===== config.mk =====
export PLATFORM = sky130hd
export DESIGN_NAME = ntp_exec_ctrl
export DESIGN_NICKNAME = d
export VERILOG_FILES = /design/src/rtl/ntp_exec_ctrl.sv
export SDC_FILE = /design/constraint.sdc
export NUM_CORES = 1
export LEC_CHECK = 0
export CORE_MARGIN = 2
export CORE_UTILIZATION = 39
export DETAILED_ROUTE_END_ITERATION = 10
export GPL_TIMING_DRIVEN = 0
export PLACE_DENSITY = 0.77
export SLEW_MARGIN = 10
export SYNTH_ARGS = -nofsm -noshare
export SYNTH_HDL_FRONTEND = slang
export SYNTH_SLANG_ARGS = --single-unit

===== constraint.sdc =====
create_clock -name clk -period 1.75 [get_ports clk]
set_input_delay 0.35 -clock clk [delete_from_list [all_inputs] [get_ports clk]]
set_output_delay 0.35 -clock clk [all_outputs]
set_load 0.1 [all_outputs]

===== src/rtl/ntp_exec_ctrl.sv =====
// ntp_exec_ctrl: multi-cycle fetch/decode/execute/writeback sequencer for the
// 8-bit NTP core. Owns the PC, instruction register, operand latches, the
// architectural flags, the OUT port and the instruction/data memory handshakes.
module ntp_exec_ctrl #(
  parameter int              PC_W   = 8,
  parameter logic [PC_W-1:0] RST_PC = '0
) (
  input  logic            clk,
  input  logic            rst_n,
  input  logic            run,
  // instruction fetch
  output logic            imem_req,
  output logic [PC_W-1:0] imem_addr,
  input  logic            imem_ack,
  input  logic [15:0]     imem_data,
  // register file
  output logic [2:0]      rf_ra,
  output logic [2:0]      rf_rb,
  input  logic [7:0]      rf_da,
  input  logic [7:0]      rf_db,
  output logic            rf_we,
  output logic [2:0]      rf_wa,
  output logic [7:0]      rf_wd,
  // ALU
  output logic [4:0]      op_dec,
  output logic [7:0]      alu_a,
  output logic [7:0]      alu_b,
  output logic [7:0]      ans_ex,
  input  logic [7:0]      ans_tmp,
  input  logic [3:0]      flag_ex,
  // data memory
  output logic            dmem_req,
  output logic            dmem_we,
  output logic [7:0]      dmem_addr,
  output logic [7:0]      dmem_wdata,
  input  logic            dmem_ack,
  input  logic [7:0]      dmem_rdata,
  // architectural state
  output logic [7:0]      data_out,
  output logic [3:0]      flags,
  output logic [PC_W-1:0] pc,
  output logic            halted
);

  localparam logic [4:0] OP_NOP = 5'b10001;

  typedef enum logic [2:0] {
    S_IDLE,
    S_FETCH,
    S_DECODE,
    S_EXEC,
    S_MEM,
    S_WB,
    S_HALT
  } state_t;

  state_t state_reg;
  state_t state_next;

  logic [15:0] ir_reg;
  logic [7:0]  opa_reg;
  logic [7:0]  opb_reg;
  logic [7:0]  res_reg;

  // Instruction fields
  logic [4:0] opcode;
  logic [2:0] rd;
  logic [2:0] rs;
  logic [7:0] imm8;

  assign opcode = ir_reg[15:11];
  assign rd     = ir_reg[10:8];
  assign rs     = ir_reg[7:5];
  assign imm8   = ir_reg[7:0];

  // Opcode class decode
  logic is_undef;
  logic is_alu;
  logic is_ld;
  logic is_st;
  logic is_in;
  logic is_out;
  logic is_shift;
  logic is_jmp;
  logic is_hlt;
  logic is_jcc;
  logic use_imm;
  logic writes_res;
  logic jcc_taken;
  logic take_branch;

  assign is_undef   = (opcode == 5'b00011) || (opcode == 5'b01011) ||
                      (opcode == 5'b10010) || (opcode == 5'b10011);
  assign is_alu     = !opcode[4] && !is_undef;
  assign is_ld      = (opcode == 5'b10100);
  assign is_st      = (opcode == 5'b10101);
  assign is_in      = (opcode == 5'b10110);
  assign is_out     = (opcode == 5'b10111);
  assign is_shift   = (opcode == 5'b11001) || (opcode == 5'b11010) ||
                      (opcode == 5'b11011);
  assign is_jmp     = (opcode == 5'b10000);
  assign is_hlt     = (opcode == 5'b11000);
  assign is_jcc     = (opcode[4:2] == 3'b111);
  // Immediate class is 01xxx: operand B comes from imm8 instead of rs.
  assign use_imm    = opcode[3] && !opcode[4];
  assign writes_res = is_alu || is_in || is_shift;
  // JC/JZ/JV/JP test flag bit 0/1/2/3, i.e. the low two opcode bits.
  // Flags here are the pre-EXEC value because they only update on result ops.
  assign jcc_taken  = flags[opcode[1:0]];
  assign take_branch = is_jmp || (is_jcc && jcc_taken);

  // Datapath outputs that are simply views of latched state
  assign imem_addr  = pc;
  assign rf_ra      = rd;
  assign rf_rb      = rs;
  assign rf_wa      = rd;
  assign rf_wd      = res_reg;
  assign alu_a      = opa_reg;
  assign alu_b      = opb_reg;
  assign dmem_addr  = opb_reg;
  assign dmem_wdata = opa_reg;

  // State register
  always_ff @(posedge clk or negedge rst_n) begin
    if (!rst_n) begin
      state_reg <= S_IDLE;
    end else begin
      state_reg <= state_next;
    end
  end

  // Next-state logic and per-state strobes; strobes decode from state only so
  // an asynchronous reset drops them in the same cycle.
  always_comb begin
    state_next = state_reg;
    imem_req   = 1'b0;
    dmem_req   = 1'b0;
    dmem_we    = 1'b0;
    rf_we      = 1'b0;
    op_dec     = OP_NOP;
    halted     = 1'b0;
    case (state_reg)
      S_IDLE: begin
        if (run) begin
          state_next = S_FETCH;
        end
      end
      S_FETCH: begin
        imem_req = 1'b1;
        if (imem_ack) begin
          state_next = S_DECODE;
        end
      end
      S_DECODE: begin
        state_next = S_EXEC;
      end
      S_EXEC: begin
        op_dec = opcode;
        if (writes_res) begin
          state_next = S_WB;
        end else if (is_ld || is_st) begin
          state_next = S_MEM;
        end else if (is_hlt) begin
          state_next = S_HALT;
        end else begin
          // OUT, JMP, Jcc, NOP and undefined opcodes all return to fetch
          state_next = S_FETCH;
        end
      end
      S_MEM: begin
        dmem_req = 1'b1;
        dmem_we  = is_st;
        if (dmem_ack) begin
          state_next = is_ld ? S_WB : S_FETCH;
        end
      end
      S_WB: begin
        rf_we      = 1'b1;
        state_next = S_FETCH;
      end
      S_HALT: begin
        halted = 1'b1;
        if (run) begin
          state_next = S_FETCH;
        end
      end
      default: begin
        state_next = S_IDLE;
      end
    endcase
  end

  // Datapath registers: IR, PC, operand latches, result, flags, OUT port
  always_ff @(posedge clk or negedge rst_n) begin
    if (!rst_n) begin
      pc       <= RST_PC;
      ir_reg   <= 16'h0000;
      opa_reg  <= 8'h00;
      opb_reg  <= 8'h00;
      res_reg  <= 8'h00;
      ans_ex   <= 8'h00;
      data_out <= 8'h00;
      flags    <= 4'h0;
    end else begin
      case (state_reg)
        S_FETCH: begin
          if (imem_ack) begin
            ir_reg <= imem_data;
            pc     <= pc + PC_W'(1);
          end
        end
        S_DECODE: begin
          opa_reg <= rf_da;
          opb_reg <= use_imm ? imm8 : rf_db;
        end
        S_EXEC: begin
          if (writes_res) begin
            res_reg <= ans_tmp;
            flags   <= flag_ex;
          end
          if (is_out) begin
            data_out <= opa_reg;
          end
          if (take_branch) begin
            pc <= PC_W'(imm8);
          end
        end
        S_MEM: begin
          if (dmem_ack && is_ld) begin
            res_reg <= dmem_rdata;
          end
        end
        S_WB: begin
          ans_ex <= res_reg;
        end
        default: begin
        end
      endcase
    end
  end

endmodule

# Word level (Yosys, flattened, before mapping)
# Index checks and enable logic that the tools add are counted.
# totals
out_inout_bits	95
word_cells	85
regBits	71
# op_classes
n_addsub	1
magnitude_cmp	1
mux	23
eq_ne	26
n_reduce_logical	25
# op_table
cell	n
$eq A5 B5 Y1 const B	11
$mux W8	5
$pmux W8 S2	2
$mux W3	7
$pmux W3 S6	1
$eq A3 B3 Y1 const B	4
$ne A2 B2 Y1 const B	5
$logic_or A1 B1 Y1	9
$reduce_and A3 Y1	3
$add A8 B1 Y8 const B	1
$eq A3 B2 Y1 const B	2
$mux W1	6
$reduce_and A2 Y1	3
$eq A5 B2 Y1 const B	1
$eq A5 B4 Y1 const B	1
$mux W5	1
$logic_and A1 B1 Y1	4
$reduce_bool A2 Y1	2
$eq A3 B1 Y1 const B	1
$logic_not A3 Y1	1
$lt A2 B3 Y1 const B	1
$bmux W1 S2	1
$logic_not A1 Y1	2
$ne A2 B1 Y1 const B	1
$reduce_or A2 Y1	1

# Depth between registers and ports, before layout
# logic_depth
depth_word	10
depth_mapped	7
mapped_depth_nobuf	6

# Least setup slack after synthesis
# Ideal clock, no wire load.
# synth_path
kind	reg-to-reg
start	reg state_reg[1]
end	reg pc[0] (netlist: imem_addr[0])
required_time_ns	1.624
setup_time_ns	0.126
t_arrival_ns	3.934
path_buffers	2
synth_period_minus_slack_ns	4.060
slack_ns	-2.310
path_stages_with_launch	7
cell_sequence	dfrtp_1 -> buf_2 -> nor3b_1 -> nand2_1 -> and2_4 -> buf_6 -> a221o_1
# synth_between
elab_chain_len	3
elab_cells_between_ends	7
cone_classes	4 x eq/ne; 1 x mux; 2 x reduce/logical
# synth_lines
item	line	text
start, declared	57	state_t state_reg;
start signal, assigned	128	state_reg <= state_next;
$eq A3 B2 Y1 or $eq A3 B1 Y1 (tied branches)	205	case (state_reg)
$ne A2 B2 Y1 (no line) or $reduce_bool A2 Y1 (tied branches)	-	
$reduce_and A3 Y1 (no line)	-	
end signal, assigned	209	pc <= pc + PC_W'(1);
end signal, assigned	225	pc <= PC_W'(imm8);
end, declared	41	output logic [PC_W-1:0] pc,
# Several ways; a longest one is shown, not always the timed one.
# A chain may end at the register's enable or synchronous reset.

# Worst setup path after layout
# layout_path
start	reg state_reg[0]
end	out dmem_we
# layout_between
elab_chain_len	2
# layout_lines
item	line	text
$eq A3 B3 Y1	142	case (state_reg)
$mux W1	142	
end, declared	33	output logic dmem_we,
# No other way between the ends.

==> metrics <==
status complete, but fails checks; failing checks negative setup slack; largest family of logic cells by synthesized area simple AND/OR/NAND/NOR gates; crit path time final 1.989 ns; slew margin rel. 0.6273; PortBufs 151; CTS root buf clkbuf_8; max_cap viols 0; Crit Path Class reg -> out; final hold vios 0; Reg2Reg Setup Slack -0.15 ns; # fillers 669; CP cell instances buf_6, nor3b_4, clkbuf_8, and4_4, buf_12; Largest delay share family, worst path buffers and inverters; setup ws final -0.2394 ns; CP startpoint kind flip-flop; initial antenna violation count 0; Mapped Nets 411; R2R Path End imem_addr[0]$_DFFE_PN0P_; crit end category output port; Yosys warning count 0; register area share after synthesis 0.4917; compound-cell area share of the yosys netlist 0.09141; Yosys top cell area share 0.4917; Largest register FFs 16; vias post-DR about 3,400; final WL 11,060 µm; total grt overflow 0; worst r2r src state_reg[2]$_DFFE_PN0P_; unrepaired setup endpoints after global routing yes; final worst path period share 1.137; FF-to-FF path depth 8; Yosys reg bits between 70 and 80; CP max stage delay 0.39 ns; RePlAce Congestion 0.8302; DR WL/cell 16.40 µm; HP Class in -> async; first-pass GRT wire length 16,570 µm; Final Max Slew Viols 0; Synth Area per Inst between 10 and 15 µm²; Post-Synthesis Cells 353; Final Setup Violations 51; CP Data Arrival Time 1.64 ns; ant diodes 0; die area 0.01005 mm²; clock sinks 71; Vias/cell around 5.0; adder-cell area share of the yosys netlist 0.003463; Synth Area in Simple Gates 0.1648; H-tree levels 3; 1st-iter DRT viols 114; Die H 100.3 µm; die width 100.3 µm; ys async rst share 1.000; fin nets 616; cell taking the most area after synthesis dfrtp_1; CP Max Fanout 3; Fmax 502.7 MHz; Area Growth Syn to Fin 76.49%; Post-synth EDFFs 0; clock buffer count from CTS 9; layout cells sized above 1 0.4956; clock tree from TritonCTS yes; vias in the first global route 3,316; Slew @ Worst Pin between 0.5 and 0.6 ns; drt drc 0; iteration count of the initial detailed-routing pass 4; Core Area roughly 0.0091 mm²; CP Data Required Time 1.40 ns; dpl hpwl around 7000 µm; Post-Synth XOR/XNOR Area 0; CTS max path bufs 2; Syn Std Cell Area between 0.003 and 0.004 mm²; CP max stage cell dfrtp_1; Starting Density 0.3967; I/O pin cnt 152; Tot GR Track Use 0.2098; CP bufs+invs 3; clock-pin slew on the worst setup and hold paths roughly 0.08 ns; largest net degree at the start of global routing 51; clock skew roughly 0.013 ns; number of distinct library cells after synthesis 49; final hold slack 0.4515 ns; Routed Antenna Nets 0; mux share of post-synthesis cell area 0.1430; top_reg_cell synth dfrtp_1; Clock Latency Late Sink 0.35 ns; Rows 35; top post-synthesis cells by area dfrtp_1 49%, mux2_2 12%, nand2_1 8.0%
[layout make-up]
type	instances	area, µm²	area share
Clock buffer	10	137.6	0.02158
Buffer	51	442.9	0.06945
Tap cell	111	138.9	0.02178
Inverter	7	31.28	0.004905
Clock inverter	6	116.4	0.01825
Multi-Input combinational cell	223	1748	0.2741
Timing Repair Buffer	195	1982	0.3108
Sequential cell	71	1780	0.2792
[synthesized netlist by cell type, types with 2 or more instances]
master	instances
and4_1	3
o211ai_1	3
nand2b_1	4
buf_1	2
mux2i_1	10
and2_1	4
nand3_1	4
buf_6	3
nor2b_1	4
o22a_1	2
nor3b_1	5
mux2_2	37
o22ai_1	3
and3b_1	2
nor2_1	13
buf_2	8
and3_1	2
nand2_1	77
buf_4	34
inv_1	6
nand3b_1	2
o21ai_0	5
a21oi_1	19
dfrtp_1	71
o2bb2ai_1	2
clkbuf_1	5
[worst max path at each step]
stage | start | endpoint | slack, ns | depth (start not counted)
2_1_floorplan | state_reg[1]$_DFFE_PN0P_ | imem_addr[0]$_DFFE_PN0P_ | -0.52 | 6
3_3_place_gp | rst_n | flags[3]$_DFFE_PN0P_ | -2.39 | 1
3_5_place_dp | state_reg[2]$_DFFE_PN0P_ | dmem_we | -1.16 | 5
4_1_cts | state_reg[0]$_DFFE_PN0P_ | dmem_we | -0.26 | 5
5_1_grt | state_reg[0]$_DFFE_PN0P_ | dmem_we | -0.29 | 5
6_report | state_reg[0]$_DFFE_PN0P_ | dmem_we | -0.24 | 5
[cell usage in the layout, fill, tap and decap left out, types with 2 or more instances in the layout]
cell type and instances:
a211oi_2 2, nor2b_1 4, dfrtp_2 3, nand3b_1 2, mux2_4 27, dfrtp_1 68, inv_1 5, and4_1 2
clkdlybuf4s15_2 46, clkinv_4 3, nor2_1 12, buf_6 19, bufinv_16 3, o22ai_2 2, nand2b_4 3, clkbuf_2 2
nor3b_4 2, buf_4 63, mux2i_1 10, buf_12 10, clkdlybuf4s18_2 10, mux2_2 10, o21ai_1 5, o211ai_1 3
nand2_1 74, buf_8 7, clkbuf_16 2, a21oi_1 16, o22a_1 2, clkbuf_8 11, nor3b_1 3, and2_4 5
nand3_1 3, a21oi_4 2, clkbuf_4 3, clkdlybuf4s50_1 55, buf_2 26, and3_1 2
[layer usage]
layer / share of wire / up-vias / GRT usage
li1: - / 1583 / -
met1: 0.41 / 1642 / 0.2557
met2: 0.50 / 123 / 0.3588
met3: 0.065 / 23 / 0.06128
met4: 0.018 / 0 / 0.06533
met5: 0 / - / 0
[through the flow]
step	setup TNS, ns	utilization	cells	setup slack (ns)	instance area (µm²)
after floorplan	-10.18	-	353	-0.5161	3749
after global placement	-175.97	0.5927	615	-2.395	5399
after detailed placement	-26.22	0.5955	616	-1.165	5424
after CTS	-2.022	0.6643	658	-0.2551	6051
after global routing	-7.010	0.7001	674	-0.2930	6377
final	-3.773	0.7001	674	-0.2394	6377
[logic make-up (layout without fill, tap and decap cells)]
family | count (synthesis) | count (layout)
buffers and inverters | 59 | 269
AO/OA/AOI/OAI | 48 | 48
multiplexers | 47 | 47
adder cells (fa/ha/maj) | 1 | 1
AND/OR/NAND/NOR | 127 | 127
flip-flops | 71 | 71
[timing repair]
item,4_1_cts,5_1_grt
setup buffers,26,16
endpoints found under the setup margin,133,78
cloned,0,2
pin swaps,8,8
gates resized for setup,426,75
hold endpoints to repair,21,0
hold buffers,1,0
Power of run 1 is left out: the tool's default activity adds up to more than one toggle a clock period on the data nets, which glitch-free logic cannot reach.
